--- config.mk ---
export PLATFORM = sky130hd
export DESIGN_NAME = writeback_arbiter
export DESIGN_NICKNAME = d
export VERILOG_FILES = /design/src/rtl/writeback_arbiter.sv
export SDC_FILE = /design/constraint.sdc
export NUM_CORES = 1
export LEC_CHECK = 0
export BUFFER_PORTS_ARGS = -buffer_cell sky130_fd_sc_hd__buf_2
export CORE_UTILIZATION = 40
export CTS_CLUSTER_DIAMETER = 60
export DETAILED_ROUTE_END_ITERATION = 6
export PLACE_DENSITY = 0.68
export SYNTH_ARGS = -nofsm -noshare
export SYNTH_HDL_FRONTEND = slang
export SYNTH_SLANG_ARGS = --single-unit
--- constraint.sdc ---
create_clock -name clk -period 4.6 [get_ports clk]
set_input_delay 0 -clock clk [delete_from_list [all_inputs] [get_ports clk]]
set_output_delay 0 -clock clk [all_outputs]
set_load 0.05 [all_outputs]
--- src/rtl/writeback_arbiter.sv ---
// Round-robin writeback arbiter: N valid/ready streams onto one registered register-file write port
// with load lane alignment and extension. Define WB_BYPASS_EN to add same-cycle bypass outputs.
module writeback_arbiter #(
  parameter int XLEN           = 32,
  parameter int NUM_SOURCES    = 2,
  parameter int REG_ADDR_WIDTH = 5
) (
  input  logic                                clk,
  input  logic                                rst,
  input  logic [NUM_SOURCES-1:0]              in_valid,
  output logic [NUM_SOURCES-1:0]              in_ready,
  input  logic [2*NUM_SOURCES-1:0]            in_kind,
  input  logic [REG_ADDR_WIDTH*NUM_SOURCES-1:0] in_rd,
  input  logic [XLEN*NUM_SOURCES-1:0]         in_data,
  input  logic [3*NUM_SOURCES-1:0]            in_funct3,
  input  logic [3*NUM_SOURCES-1:0]            in_byte_off,
  output logic                                wr_enable,
  output logic [REG_ADDR_WIDTH-1:0]           wr_address,
  output logic [XLEN-1:0]                     wr_data
`ifdef WB_BYPASS_EN
  ,
  output logic                                bypass_valid,
  output logic [REG_ADDR_WIDTH-1:0]           bypass_rd,
  output logic [XLEN-1:0]                     bypass_data
`endif
);

  localparam int PTR_W = (NUM_SOURCES > 1) ? $clog2(NUM_SOURCES) : 1;

  logic [PTR_W-1:0]          rr_q, rr_d;
  logic                      wr_enable_q, wr_enable_d;
  logic [REG_ADDR_WIDTH-1:0] wr_address_q, wr_address_d;
  logic [XLEN-1:0]           wr_data_q, wr_data_d;

  logic [NUM_SOURCES-1:0]    writer, silent, gnt_oh;
  logic                      gnt_any;
  logic [PTR_W-1:0]          gnt_idx;
  logic [1:0]                gnt_kind;
  logic [REG_ADDR_WIDTH-1:0] gnt_rd;
  logic [XLEN-1:0]           gnt_data;

  function automatic int wrap_idx(input int base, input int step);
    int idx;
    idx = base + step;
    if (idx >= NUM_SOURCES) idx = idx - NUM_SOURCES;
    return idx;
  endfunction

  // Upper lanes shifted out read as zero; only log2(XLEN/8) offset bits are meaningful.
  function automatic logic [XLEN-1:0] format_load(input logic [XLEN-1:0] raw,
                                                  input logic [2:0] funct3,
                                                  input logic [2:0] off);
    logic [2:0]      off_eff;
    logic [XLEN-1:0] sh;
    logic [XLEN-1:0] res;
    off_eff = off & ((XLEN == 64) ? 3'b111 : 3'b011);
    sh      = raw >> {off_eff, 3'b000};
    case (funct3)
      3'b000:  res = XLEN'($signed(sh[7:0]));
      3'b001:  res = XLEN'($signed(sh[15:0]));
      3'b011:  res = (XLEN == 64) ? sh : XLEN'($signed(sh[31:0]));
      3'b100:  res = XLEN'(sh[7:0]);
      3'b101:  res = XLEN'(sh[15:0]);
      3'b110:  res = XLEN'(sh[31:0]);
      default: res = XLEN'($signed(sh[31:0]));
    endcase
    return res;
  endfunction

  always_comb begin
    writer  = '0;
    silent  = '0;
    gnt_oh  = '0;
    gnt_any = 1'b0;
    gnt_idx = '0;
    for (int i = 0; i < NUM_SOURCES; i++) begin
      if (rst && in_valid[i]) begin
        if ((in_kind[2*i +: 2] == 2'b01 || in_kind[2*i +: 2] == 2'b10) &&
            in_rd[i*REG_ADDR_WIDTH +: REG_ADDR_WIDTH] != '0)
          writer[i] = 1'b1;
        else
          silent[i] = 1'b1;
      end
    end
    for (int k = 0; k < NUM_SOURCES; k++) begin
      if (!gnt_any && writer[wrap_idx(int'(rr_q), k)]) begin
        gnt_any = 1'b1;
        gnt_idx = PTR_W'(wrap_idx(int'(rr_q), k));
      end
    end
    gnt_oh[gnt_idx] = gnt_any;
    in_ready        = silent | gnt_oh;

    gnt_kind = in_kind[int'(gnt_idx)*2 +: 2];
    gnt_rd   = in_rd[int'(gnt_idx)*REG_ADDR_WIDTH +: REG_ADDR_WIDTH];
    gnt_data = (gnt_kind == 2'b10)
             ? format_load(in_data[int'(gnt_idx)*XLEN +: XLEN],
                           in_funct3[int'(gnt_idx)*3 +: 3],
                           in_byte_off[int'(gnt_idx)*3 +: 3])
             : in_data[int'(gnt_idx)*XLEN +: XLEN];

    wr_enable_d  = gnt_any;
    wr_address_d = gnt_any ? gnt_rd : wr_address_q;
    wr_data_d    = gnt_any ? gnt_data : wr_data_q;
    rr_d         = rr_q;
    if (gnt_any)
      rr_d = (int'(gnt_idx) == NUM_SOURCES - 1) ? '0 : gnt_idx + 1'b1;
  end

  // Registered write stage; async reset also drops any grant in flight.
  always_ff @(posedge clk or negedge rst) begin
    if (!rst) begin
      rr_q         <= '0;
      wr_enable_q  <= 1'b0;
      wr_address_q <= '0;
      wr_data_q    <= '0;
    end else begin
      rr_q         <= rr_d;
      wr_enable_q  <= wr_enable_d;
      wr_address_q <= wr_address_d;
      wr_data_q    <= wr_data_d;
    end
  end

  assign wr_enable  = wr_enable_q;
  assign wr_address = wr_address_q;
  assign wr_data    = wr_data_q;

`ifdef WB_BYPASS_EN
  assign bypass_valid = gnt_any;
  assign bypass_rd    = gnt_rd;
  assign bypass_data  = gnt_data;
`endif

endmodule

==> qor.yml <==
hold_path:
  min_path_type: "in -> reg"
  min_from: "in_data[35]"
clocking:
  cts_tree: "yes"
  htree_levels: 2
  cts_sinks: 39
  cts_setup_buffers: 0
  clk_pin_slew_worst_paths_ns: 0.08
  root_buffer: "clkbuf_8"
  cts_buffers: 5
  clk_path_buf_depth: 2
  insertion_delay_ns: 0.30
grt:
  grt_max_degree: 38
  overflow: 0
  grtUsageTotal_pct: 26.4
  grt_pass1_wl_mm: 17.8
  antenna_found_initial: 0
  grt_pass1_vias: 3623
power_and_ir_drop:
  p_comb_share_pct: 48.1
  power.density_nw_per_um2: 384
  clockPowerShare_pct: 22.2
  netSwitchingPower_uw: 757
  seq_power_share_pct: 29.7
  swShare_pct: 46.4
  p_leak_nw: 1.94
  internal_power_uw: 873
  ir_drop_mv: 0.166
route:
  drtAntennaViolNets: 0
  drt_iter0_drc: 264
  drc: 0
  via_per_inst: 5.94
  dr.pass1.iters: 5
  vias: 3668
  wl_per_cell_um: 18.4
  wl_mm: 11.4
worst_setup_path:
  path_cells: "dlygate4sd3_1 > buf_2 > nor3_1 > a211oi_2 > a31oi_2 > clkinv_1 > buf_4 > nand3_1 > nand2_1 > dlygate4sd3_1"
  slowest_delay_ns: 0.56
  path_delay_family: "buffers and inverters"
  cpMaxStageDelayCell: "dlygate4sd3_1"
  crit_start: "in_rd[5]"
  crit_arrival_ns: 3.26
  worst-path-max-fanout: 28
  crit_top_cell: "dlygate4sd3_1"
  cp.required_ns: 4.79
  cp-start-kind: "input pin"
  endpoint_kind: "register"
  criticalPathCategory: "in -> reg"
  r2r_slack_ns: 1.79
  rr_startpoint: "rr_q"
  crit_buf_inv: 5
cells_and_area:
  ff_latch_area_um2: 976
  drive_gt1_share_pct: 32.4
  syn_to_final_growth_pct: 27.1
  final_common_cell: "buf_2"
  fillers: 755
  finish.utilization_pct: 53.8
  mostFrequentLayoutCells: "131 x buf_2, 59 x mux2i_1, 50 x nand2_1, 42 x nor2_1, 39 x dfrtp_1"
  n_antenna_cell: 0
  multi_input_comb_area_um2: 2200
  final_nets: 609
sta:
  fin_crit_ns: 3.08
  maxSlewViolCount: 0
  fin_ws_ns: 1.52
  whs_ns: 0.0263
  finalHoldViolations: 0
  maxClockFrequency_mhz: 325
  worst_slew_pin_slew_ns: 1.04
  min_period_over_period_pct: 66.9
  finalSetupViolCount: 0
  skew_ns: 0.00937
  tns_ns: 0
  rsz0062_at_grt: "no"
  relSlewSlack_pct: 30.3
die:
  rows: 32
  coreArea_um2: 7890
  io_pins: 134
  die_w_um: 93.3
  dieHeight_um: 93.3
  initial_core_util_pct: 42.3
  fp.dieArea_um2: 8710
placed_design:
  dp_hpwl_mm: 8.07
  place_ws_ns: 1.67
  gp_congestion: 0.839
  port_buffers: 131
synth:
  ys_ff_latch: 39
  yosysWarnings: 0
  synthArstFlopShare_pct: 100
  synth_edf_count: 0
  netlist_area_um2: 3340
  ys.flop_type: "dfrtp_1"
  synth_cell_type_count: 58
  syn_inst: 396
  syn-num-nets: 490
  avgSynthCellArea_um2: 8.43
  yosysSeqAreaShare_pct: 29.2
run_status:
  run_status: "complete, no violations"
flow_run:
  maxCapViolations: 0
-- layer usage --
metal  global-route usage [%]  up-vias  wire (µm)
met5                        0        -          0
met4                     8.85        0        232
met3                     5.12       20        985
met2                     45.5      197       5320
met1                     33.0     1722       4840
li1                         -     1729          -
-- kinds of logic (layout without fill, tap and decap cells) --
logic type,after synthesis,count (layout),share of synthesized area (%)
buf+inv,36,156,5.02
mux,67,67,20.4
xor+xnor,2,2,0.525
simple gates,123,123,16.6
compound gates,129,129,28.2
flops,39,39,29.2
-- path summary, 6_finish.rpt --
path                            endpoint  cells past startpoint
setup / recovery           wr_address[4]                     10
hold / removal                wr_data[3]                      3
setup reg to reg              wr_data[5]                      7
hold reg to reg              wr_data[18]                      2
max in group asynchronous  wr_address[0]                      3
min in group asynchronous           rr_q                      2
-- final cells by class --
type	instances	share of cell area, %
Inverter	2	0.177
Tap cell	102	3.01
Clock inverter	3	1.59
Sequential cell	39	23.0
Timing Repair Buffer	146	18.7
Clock buffer	5	1.62
Multi-Input combinational cell	321	51.9
-- tightest hold or removal path: cells and delay by family --
kind            cells  cell delay, ns
compound gates      1            0.09
buf+inv             1            0.09
mux                 1            0.11
-- synthesized netlist by cell type (all sizes together), types with 2 or more instances --
master / number / area [µm²]
a21o: 2 / 15.0
a22o: 4 / 35.0
a311oi: 6 / 52.6
o21ai: 18 / 90.1
o211ai: 14 / 110
nand2b: 3 / 18.8
mux2i: 59 / 591
a22oi: 4 / 30.0
a2111oi: 8 / 88.8
mux2: 8 / 90.1
nor2: 43 / 169
o2bb2ai: 2 / 17.5
nor3: 6 / 40.0
nand3: 5 / 25.0
clkbuf: 20 / 75.1
o31ai: 2 / 15.0
a211oi: 24 / 185
or2: 2 / 12.5
dfrtp: 39 / 976
nor2b: 4 / 25.0
or3: 2 / 12.5
buf: 14 / 85.1
nand2: 51 / 194
a31oi: 17 / 106
a21oi: 17 / 88.8
a31o: 2 / 17.5
-- flip-flops by register name, summed over array words and instances, names as in the netlist --
name,cells
rr_q,1
wr_address,5
wr_data,32
wr_enable,1
-- power groups by stage --
stage          Sequential, mW  Combinational [mW]  Clock, mW
2_1_floorplan           0.795               0.244          0
3_3_place_gp            0.487               0.758          0
3_5_place_dp            0.489               0.766          0
4_1_cts                 0.483               0.783      0.363
5_1_grt                 0.493               0.836      0.379
6_report                0.484               0.785      0.362
-- metrics by stage --
| stage | instances | cell area (µm²) | power [mW] |
|---|---|---|---|
| finish | 618 | 4240 | 1.63 |
| floorplan | 396 | 3340 | 1.04 |
| global route | 618 | 4240 | 1.71 |
| global placement | 600 | 4000 | 1.25 |
| CTS | 618 | 4240 | 1.63 |
| detailed placement | 600 | 4000 | 1.26 |
-- what timing repair did --
action	4_1_cts	5_1_grt
hold endpoints to repair	44	0
gates resized for setup	0	0
hold buffers	10	0
Note: power is estimated with default switching activity, not from simulation.
